$ cat src/rtl/countdown_timer_gen.sv
// countdown_timer_gen
//   Countdown / count-up mm:ss timer with an internal 1 Hz prescaler,
//   pause/resume, clear, configurable minute range and a timed expiry alarm.
//   The four BCD digit registers are the timer value itself; arithmetic is
//   done on a binary view of them and written back as BCD.
// Ports
//   clk100MHz                      system clock, rising edge
//   reset                          async active-high reset
//   en_sel                         gates start_stop and the *_inc pulses
//   sec_inc/tensec_inc/min_inc     single-cycle preset pulses
//   start_stop                     start / pause / resume / alarm acknowledge
//   clear                          back to IDLE with 00:00 (not gated)
//   count_up                       mode, latched on IDLE->RUN
//   tenmin/onemin/tensec/onesec    BCD digits (registered)
//   running, alarm                 registered state flags
module countdown_timer_gen #(
  parameter int TICK_DIV   = 100000000,
  parameter int MAX_MIN    = 99,
  parameter int ALARM_SECS = 10
) (
  input  logic       clk100MHz,
  input  logic       reset,
  input  logic       en_sel,
  input  logic       sec_inc,
  input  logic       tensec_inc,
  input  logic       min_inc,
  input  logic       start_stop,
  input  logic       clear,
  input  logic       count_up,
  output logic [3:0] tenmin,
  output logic [3:0] onemin,
  output logic [3:0] tensec,
  output logic [3:0] onesec,
  output logic       running,
  output logic       alarm
);

  localparam int PW = (TICK_DIV > 1) ? $clog2(TICK_DIV) : 1;
  localparam int AW = $clog2(ALARM_SECS + 1);
  localparam logic [PW-1:0] PMAX = PW'(TICK_DIV - 1);
  localparam logic [AW-1:0] AMAX = AW'(ALARM_SECS - 1);
  localparam logic [6:0]    MMAX = 7'(MAX_MIN);

  typedef enum logic [1:0] {IDLE, RUN, PAUSE, EXPIRED} state_t;

  state_t        state;
  logic [PW-1:0] presc;
  logic [AW-1:0] acnt;
  logic          mode;   // 1 = count-up

  logic          tick, ss, any_inc, val_nz;
  logic [6:0]    cur_min, im, dm, um;
  logic [5:0]    cur_sec, is, ds, us;
  logic [15:0]   inc_val, tick_val;
  logic          tick_term;

  function automatic logic [15:0] to_bcd(input logic [6:0] m, input logic [5:0] s);
    logic [6:0] mt, mo;
    logic [5:0] st, so;
    mt = m / 7'd10;
    mo = m % 7'd10;
    st = s / 6'd10;
    so = s % 6'd10;
    return {mt[3:0], mo[3:0], st[3:0], so[3:0]};
  endfunction

  function automatic logic [6:0] min_wrap(input logic [6:0] m);
    return (m == MMAX) ? 7'd0 : m + 7'd1;
  endfunction

  assign cur_min = 7'(tenmin) * 7'd10 + 7'(onemin);
  assign cur_sec = 6'(tensec) * 6'd10 + 6'(onesec);
  assign tick    = (presc == PMAX);
  assign ss      = en_sel & start_stop;
  assign any_inc = en_sel & (sec_inc | tensec_inc | min_inc);
  assign val_nz  = |{tenmin, onemin, tensec, onesec};

  // Value datapath: preset increment, countdown step, count-up step.
  always_comb begin
    im = cur_min;
    is = cur_sec;
    if (min_inc) begin
      im = min_wrap(cur_min);
    end else if (tensec_inc) begin
      if (cur_sec >= 6'd50) begin
        is = cur_sec - 6'd50;
        im = min_wrap(cur_min);
      end else begin
        is = cur_sec + 6'd10;
      end
    end else if (sec_inc) begin
      if (cur_sec == 6'd59) begin
        is = 6'd0;
        im = min_wrap(cur_min);
      end else begin
        is = cur_sec + 6'd1;
      end
    end
    inc_val = to_bcd(im, is);

    // Countdown from 00:00 (only reachable by presetting in PAUSE) wraps
    // to the top of the range rather than sticking.
    dm = cur_min;
    ds = cur_sec - 6'd1;
    if (cur_sec == 6'd0) begin
      ds = 6'd59;
      dm = (cur_min == 7'd0) ? MMAX : cur_min - 7'd1;
    end

    um = cur_min;
    us = cur_sec + 6'd1;
    if (cur_sec == 6'd59) begin
      us = 6'd0;
      um = min_wrap(cur_min);
    end

    tick_val  = mode ? to_bcd(um, us) : to_bcd(dm, ds);
    // Terminal is judged on the value this tick produces.
    tick_term = mode ? (cur_min == MMAX && cur_sec == 6'd58)
                     : (cur_min == 7'd0 && cur_sec == 6'd1);
  end

  always_ff @(posedge clk100MHz or posedge reset) begin
    if (reset) begin
      state   <= IDLE;
      {tenmin, onemin, tensec, onesec} <= '0;
      presc   <= '0;
      acnt    <= '0;
      mode    <= 1'b0;
      running <= 1'b0;
      alarm   <= 1'b0;
    end else if (clear) begin
      state   <= IDLE;
      {tenmin, onemin, tensec, onesec} <= '0;
      presc   <= '0;
      acnt    <= '0;
      running <= 1'b0;
      alarm   <= 1'b0;
    end else begin
      if (state == RUN || state == EXPIRED)
        presc <= tick ? '0 : presc + PW'(1);
      case (state)
        IDLE: begin
          // A start_stop pulse takes the cycle even when it is refused,
          // so simultaneous increments are dropped.
          if (ss) begin
            if (count_up || val_nz) begin
              state   <= RUN;
              mode    <= count_up;
              presc   <= '0;
              running <= 1'b1;
            end
          end else if (any_inc) begin
            {tenmin, onemin, tensec, onesec} <= inc_val;
          end
        end
        RUN: begin
          if (tick) begin
            {tenmin, onemin, tensec, onesec} <= tick_val;
            // A terminal tick beats a coincident pause request.
            if (tick_term) begin
              state   <= EXPIRED;
              presc   <= '0;
              acnt    <= '0;
              running <= 1'b0;
              alarm   <= 1'b1;
            end else if (ss) begin
              state   <= PAUSE;
              running <= 1'b0;
            end
          end else if (ss) begin
            state   <= PAUSE;
            running <= 1'b0;
          end
        end
        PAUSE: begin
          if (ss) begin
            state   <= RUN;
            presc   <= '0;
            running <= 1'b1;
          end else if (any_inc) begin
            {tenmin, onemin, tensec, onesec} <= inc_val;
          end
        end
        EXPIRED: begin
          if (ss) begin
            state <= IDLE;
            alarm <= 1'b0;
          end else if (tick) begin
            if (acnt == AMAX) begin
              state <= IDLE;
              acnt  <= '0;
              alarm <= 1'b0;
            end else begin
              acnt <= acnt + AW'(1);
            end
          end
        end
        default: state <= IDLE;
      endcase
    end
  end

endmodule
$ cat config.mk
export PLATFORM = sky130hd
export DESIGN_NAME = countdown_timer_gen
export DESIGN_NICKNAME = d
export VERILOG_FILES = /design/src/rtl/countdown_timer_gen.sv
export SDC_FILE = /design/constraint.sdc
export NUM_CORES = 1
export LEC_CHECK = 0
export ABC_CLOCK_PERIOD_IN_PS = 5800
export BUFFER_PORTS_ARGS = -buffer_cell sky130_fd_sc_hd__buf_2
export CORE_MARGIN = 2
export CORE_UTILIZATION = 44
export DETAILED_ROUTE_END_ITERATION = 7
export HOLD_SLACK_MARGIN = 0.05
export SETUP_SLACK_MARGIN = 0.05
export SLEW_MARGIN = 30
export SYNTH_ARGS = -nofsm -noshare
export SYNTH_HDL_FRONTEND = slang
export SYNTH_SLANG_ARGS = --single-unit
$ cat constraint.sdc
create_clock -name clk100MHz -period 5.8 [get_ports clk100MHz]
set_input_delay 0.29 -clock clk100MHz [delete_from_list [all_inputs] [get_ports clk100MHz]]
set_output_delay 0.29 -clock clk100MHz [all_outputs]
set_load 0.005 [all_outputs]
==> impl_metrics.yaml, run 1 <==
status:
  outcome: "finished clean"
global_routing:
  grt.total_usage: 0.252
  grt_pass1_vias: 5329
  grt_overflow_total: 0
  grt_pass1_wl_um: 26700
  grt_max_degree: 52
  antenna_found_initial: 0
clock_tree:
  numCtsBuffers: 5
  clock_latency_ns: 0.31
  cts_root_buffer: "clkbuf_16"
  cts_tree: "done"
  ctsHoldBuffers: 0
  clk_path_buf_depth: 2
  htreeDepth: 2
  clkSlewWorstSetupHoldPaths_ns: 0.08
  clock-sinks: 51
sta:
  fmax_mhz: 181
  tns_ns: 0
  finalCritPeriodShare: 0.955
  worst_pin_slew_ns: 0.745
  setup_viol: 0
  maxSlewViolCount: 0
  hold_viol_final: 0
  clock-skew-final_ns: 0.00743
  slew_headroom: 0.502
  rsz0062_at_grt: "false"
  fin_crit_ns: 5.54
worst_hold_path:
  hold_path_class: "input pin to asynchronous set/reset pin"
die:
  chipHeight_um: 114
  num_rows: 40
  design.die.area_um2: 13100
  core_region_area_um2: 12000
  io_pins: 27
  die_x_um: 114
  start_util: 0.449
setup_path:
  critPathArrivalTime_ns: 5.79
  cp-start-kind: "flip-flop"
  endpoint_kind: "flip-flop"
  critPathMaxFanout: 7
  critical_path_class: "flip-flop to flip-flop"
  required_ns: 6.05
drt:
  vias: 5615
  firstDrtPassIters: 5
  dr.first_iter.drc_count: 534
  via_per_inst: 6.47
  drt-total-wl_um: 16300
  wl_per_cell_um: 18.7
  drc_errors: 0
  postRouteAntennaNets: 0
logic_synthesis:
  synth_cell_type_count: 86
  synth_top_family_by_area: "compound AO/OA/AOI/OAI gates"
  synth_xor_area_frac: 0.0743
  ys_warn_count: 0
  ys_seq_elements: 51
  synth_ff_type: "dfrtp_1"
  syn-num-nets: 738
  synth_fa_ha_area_frac: 0.0829
  netlist_area_um2: 5370
  synth-async-reset-ratio: 1.00
  syn_inst: 696
  avgSynthCellArea_um2: 7.72
  yosysSeqAreaShare: 0.238
  synth_mux_area_frac: 0.0158
  synth-compound-area-share: 0.274
  synth_edf_count: 0
  yosys.area_share.simple: 0.269
final_layout:
  n_fill_cell: 1181
  fin_nets: 762
  antennaDiodeCount: 0
  drive_gt1_frac: 0.139
  area_delta_synth_final_pct: 10.6
  fin_area_um2: 5940
power_and_ir_drop:
  pwr-share-clk: 0.105
  switching_power_mw: 1.81
  power.density_nw_per_um2: 574
  swShare: 0.532
  power.internal_mw: 1.60
  pwr-share-comb: 0.762
  power_frac_seq: 0.133
  ir_worst_vdd_mv: 0.458
  p_leak_nw: 2.46
place:
  place_congestion: 0.931
  place.port_buffers: 25
  dp_hpwl_um: 12000
  dpl_cell_area_um2: 5720
flow_run:
  maxCapViolCount: 0
cell usage after synthesis (4+ instances only):
cell type  count  share of area
inv_1         22          0.015
xnor2_1       18          0.029
a21oi_1       44          0.041
o21ai_0       33          0.031
nor2_1        84          0.059
a22o_1         4         0.0065
a31o_2         4         0.0065
nor3_1        28          0.026
o31ai_1       10          0.014
nand3_1       32          0.030
a21o_1         6         0.0084
nor4_1        11          0.013
o21ai_1        5         0.0047
buf_2         12          0.011
ha_1          30          0.070
a31oi_1       17          0.020
and3_1        13          0.015
a21boi_0       4         0.0056
clkbuf_1      21          0.015
o211ai_1       7         0.0098
dfrtp_1       51           0.24
nand2_1       67          0.047
or3_1          8         0.0093
and2_1         5         0.0058
nand4_1       12          0.014
xor2_1        23          0.038
o22ai_1        5         0.0058
nand2b_1       6         0.0070
a211oi_1       8          0.011
mux2i_1        4         0.0075
nor2b_1        4         0.0047
cell type report:
type | count | area (um^2) | area share
Clock buffer | 5 | 125 | 0.0211
Clock inverter | 3 | 47.5 | 0.00801
Inverter | 23 | 88.8 | 0.0150
Multi-Input combinational cell | 586 | 3880 | 0.654
Sequential cell | 51 | 1280 | 0.215
Tap cell | 147 | 184 | 0.0310
Timing Repair Buffer | 53 | 335 | 0.0565
power by group through the flow:
stage | Combinational (mW) | Clock (mW) | Sequential (mW)
finish | 2.60 | 0.358 | 0.455
global route | 2.87 | 0.378 | 0.461
CTS | 2.52 | 0.366 | 0.456
detailed placement | 2.50 | 0 | 0.463
global placement | 2.46 | 0 | 0.461
floorplan | 1.90 | 0 | 0.444
critical path, stage by stage (launching register included):
cell       delay [ns]
dfrtp_1          0.48
ha_1             0.35
ha_1             0.22
fa_1             0.58
nand2_1          0.07
a21oi_1          0.21
xor2_1           0.25
and3_1           0.29
a2111oi_0        0.65
o22ai_1          0.44
a2111o_1         0.45
a21oi_1          0.21
a211oi_2         0.07
ha_1             0.25
o21ai_0          0.09
a32oi_1          0.08
o221a_1          0.30
a211oi_1         0.36
a211o_1          0.14
repair_timing:
item | 4_1_cts | 5_1_grt
resized for setup | 0 | 6
endpoints found under the setup margin | 0 | 5
setup buffers | 0 | 4
routing by layer:
layer,share of wire,vias to the layer above,track usage
met5,0,-,0
met1,0.44,2717,0.336
met2,0.47,205,0.416
met4,0.027,0,0.0902
li1,-,2656,-
met3,0.059,37,0.0381
path summary, 6_finish.rpt:
path                           start        end  slack [ns]  cells after the start
setup / recovery           tenmin[1]  onemin[2]        0.26                     18
setup reg to reg           tenmin[1]  onemin[2]        0.26                     18
hold / removal                 reset  presc[22]        0.08                      2
min in group clk100MHz      count_up       mode        0.30                      2
max in group asynchronous      reset    acnt[3]        5.27                      2
hold reg to reg              acnt[3]    acnt[3]        0.50                      1
placed cells by master (no fill, tap or decap), types with 5 or more instances in the layout:
cell type,n
nor2_1,83
nand2_1,67
dfrtp_1,51
a21oi_1,44
o21ai_0,33
nand3_1,32
ha_1,29
buf_4,28
nor3_1,27
buf_2,25
xor2_1,23
inv_1,21
xnor2_1,18
a31oi_1,17
and3_1,13
nand4_1,12
nor4_1,11
o31ai_1,9
or3_1,8
a211oi_1,8
o211ai_1,7
nand2b_1,6
a21o_1,6
o22ai_1,5
o21ai_1,5
clkbuf_16,5
flip-flops by register name, summed over array words and instances, names as in the netlist:
signal   flops
state        2
onemin       4
alarm        1
running      1
mode         1
tensec       3
acnt         4
presc       27
tenmin       4
onesec       4
through the flow:
step	power (mW)	setup WS (ns)	cells	hold WS (ns)	util
after floorplan	2.34	0.502	696	0.440	-
after global placement	2.92	0.395	856	0.468	0.477
after detailed placement	2.96	0.277	856	0.442	0.478
after CTS	3.34	0.218	864	0.116	0.492
after global routing	3.71	0.0533	868	0.135	0.496
final	3.41	0.262	868	0.0794	0.496
cell families after synthesis:
| family | count (synthesis) |
|---|---|
| flip-flops | 51 |
| other | 1 |
| multiplexers | 7 |
| AO/OA/AOI/OAI | 207 |
| XOR/XNOR | 43 |
| adder cells (fa/ha/maj) | 34 |
| AND/OR/NAND/NOR | 294 |
| buffers and inverters | 59 |
No activity file was read; power rests on OpenSTA's default activity.
==> run 2: changes to the inputs <==
--- a/config.mk
+++ b/config.mk
@@ -5,12 +5,14 @@
 export SDC_FILE = /design/constraint.sdc
 export NUM_CORES = 1
 export LEC_CHECK = 0
+export ABC_AREA = 1
 export ABC_CLOCK_PERIOD_IN_PS = 5800
 export BUFFER_PORTS_ARGS = -buffer_cell sky130_fd_sc_hd__buf_2
 export CORE_MARGIN = 2
 export CORE_UTILIZATION = 44
 export DETAILED_ROUTE_END_ITERATION = 7
 export HOLD_SLACK_MARGIN = 0.05
+export MAX_ROUTING_LAYER = met4
 export SETUP_SLACK_MARGIN = 0.05
 export SLEW_MARGIN = 30
 export SYNTH_ARGS = -nofsm -noshare
==> run 2 against run 1 <==
  * Register-to-register slack improved by 0.79 ns
  * Synthesized area fell by 0.70%
  * Critical path depth rose by 10
  * Global-route usage down 2.4 points
  * Synthesized cell count is 15% higher
  * Non-clock buffer count is 25 lower
  * Count of clock-buffer cells in the layout increased by 1
  * Worst setup slack better by 0.79 ns
  * Sequential share of layout area increased by 0.71 points
  * Sequential power increased by 7.3%
  * Combinational power decreased by 5%
  * Largest power group unchanged
  * Highest routed layer unchanged
==> impl_metrics.yaml, run 2 <==
global_routing:
  antenna_found_initial: 0
  grt_overflow_total: 0
  grt_pass1_vias: 4961
  grt.total_usage: 0.229
  grt_max_degree: 52
  grt_pass1_wl_um: 23600
logic_synthesis:
  yosys.area.top_type: "dfrtp_1"
  ys_seq_elements: 51
  yosysSeqAreaShare: 0.239
  synth-async-reset-ratio: 1.00
  avgSynthCellArea_um2: 6.65
  synth_cell_type_count: 58
  netlist_top_cells_area: "dfrtp_1 24%, nand2_1 13%, inv_1 8.0%"
  synth_top_area_share: 0.239
  synth_commonest_cells: "190 x nand2_1, 114 x inv_1, 79 x nand3_1"
  syn_inst: 802
  syn-num-nets: 844
  netlist_area_um2: 5330
  ys_warn_count: 0
  synth_ff_type: "dfrtp_1"
  synth_edf_count: 0
  yosysMostFrequentCell: "nand2_1"
clock_tree:
  htreeDepth: 2
  cts_root_buffer: "clkbuf_16"
  numCtsBuffers: 5
  clock_latency_ns: 0.29
  post_cts_resized: 0
  ctsHoldBuffers: 0
  clkSlewWorstSetupHoldPaths_ns: 0.07
  clock-sinks: 51
  cts_setup_buffers: 0
  clk_path_buf_depth: 2
  cts_tree: "done"
die:
  core_region_area_um2: 11900
  io_pins: 27
  design.die.area_um2: 13000
  start_util: 0.448
  die_x_um: 114
  chipHeight_um: 114
  num_rows: 40
final_layout:
  n_fill_cell: 1221
  fin_nets: 864
  area_delta_synth_final_pct: 7.79
  drive_gt1_frac: 0.139
  layoutNonFillerInstCount: 970
  antennaDiodeCount: 0
  multiInputGateArea_um2: 3510
  largest_register: "presc"
  layout_common_cells: "190 x nand2_1, 113 x inv_1, 79 x nand3_1, 75 x nor2_1, 51 x dfrtp_1"
  ff_latch_area_um2: 1280
  largest_reg_flops: 27
  final_common_cell: "nand2_1"
drt:
  wl_per_cell_um: 14.4
  drc_errors: 0
  via_per_inst: 5.34
  firstDrtPassIters: 5
  vias: 5181
  dr.first_iter.drc_count: 324
  drt-total-wl_um: 13900
  postRouteAntennaNets: 0
power_and_ir_drop:
  ir_worst_vdd_mv: 0.223
  total_power_mw: 3.25
  p_leak_nw: 2.87
  power.density_nw_per_um2: 566
setup_path:
  slowest_stage: "nor2_2"
  critPathMaxFanout: 11
  r2r_end: "onesec[3]"
  endpoint_kind: "flip-flop"
  required_ns: 6.03
  reg2reg_from: "tensec[0]"
  max_stage_delay_ns: 0.48
  cp-start-kind: "flip-flop"
  reg2reg_setup_slack_ns: 1.05
  critical_path_class: "flip-flop to flip-flop"
  worstRegToRegCells: 28
  critPathArrivalTime_ns: 4.98
flow_run:
  maxCapViolCount: 0
place:
  placedCellCount: 962
  dp_hpwl_um: 10800
  place.port_buffers: 25
  place_congestion: 0.964
sta:
  hold_viol_final: 0
  fmax_mhz: 211
  rsz0062_at_grt: "false"
  worst_pin_slew_ns: 0.778
  fin_crit_ns: 4.75
  finalCritPeriodShare: 0.819
  maxSlewViolCount: 0
  slew_headroom: 0.481
  tns_ns: 0
  clock-skew-final_ns: 0.00799
  setup_viol: 0
worst_hold_path:
  hold_path_class: "input pin to asynchronous set/reset pin"
status:
  outcome: "finished clean"
[run 2: kinds of logic after synthesis]
| logic type | Yosys count | synth area share |
|---|---|---|
| XOR/XNOR | 18 | 0.0296 |
| buffers and inverters | 142 | 0.104 |
| other | 1 | 0.000703 |
| flip-flops | 51 | 0.239 |
| adder cells (fa/ha/maj) | 33 | 0.0816 |
| AND/OR/NAND/NOR | 448 | 0.413 |
| AO/OA/AOI/OAI | 109 | 0.132 |
[run 2: worst max-delay path: cells and delay by family (launching register included)]
| kind | cells | cell delay (ns) |
|---|---|---|
| flops | 1 | 0.46 |
| compound gates | 4 | 0.65 |
| buf+inv | 6 | 0.47 |
| simple gates | 14 | 2.06 |
| fa+ha+maj | 4 | 1.07 |
[run 2: area by class of cell]
class / count / area share
multi-input combinational: 609 / 0.610
sequential: 51 / 0.222
inverter: 127 / 0.0836
tap: 147 / 0.0320
timing repair buffer: 28 / 0.0257
clock buffer: 6 / 0.0242
clock inverter: 2 / 0.00283
[run 2: worst max path at each step]
stage / from / end / cells past startpoint
CTS: tensec[0] / onemin[2] / 33
global route: tensec[0] / onesec[3] / 27
global placement: tensec[2] / onesec[3] / 28
detailed placement: tensec[0] / onemin[2] / 33
finish: tensec[0] / onesec[3] / 28
floorplan: tenmin[1] / onemin[2] / 31
[run 2: where the power goes]
part           internal [mW]  switching [mW]
sequential             0.402          0.0857
combinational          0.836            1.62
clock                  0.173           0.133
total                   1.41            1.84
[run 2: stage by stage]
step           setup WS (ns)   util  hold WS (ns)  instance area, um^2
4_1_cts                 1.06  0.483         0.192                 5750
3_3_place_gp            1.15  0.469         0.469                 5590
2_1_floorplan           1.76      -         0.421                 5330
5_1_grt                0.565  0.483         0.226                 5750
3_5_place_dp            1.07  0.470         0.481                 5590
6_report                1.05  0.483         0.161                 5750
[run 2: layer usage]
layer | part of all wire | routed length (um) | global-route usage | up-vias
met2 | 0.48 | 6740 | 0.378 | 112
li1 | - | - | - | 2661
met5 | 0 | 0 | - | -
met3 | 0.048 | 675 | 0.0228 | 15
met1 | 0.46 | 6370 | 0.302 | 2393
met4 | 0.010 | 143 | 0.0593 | 0
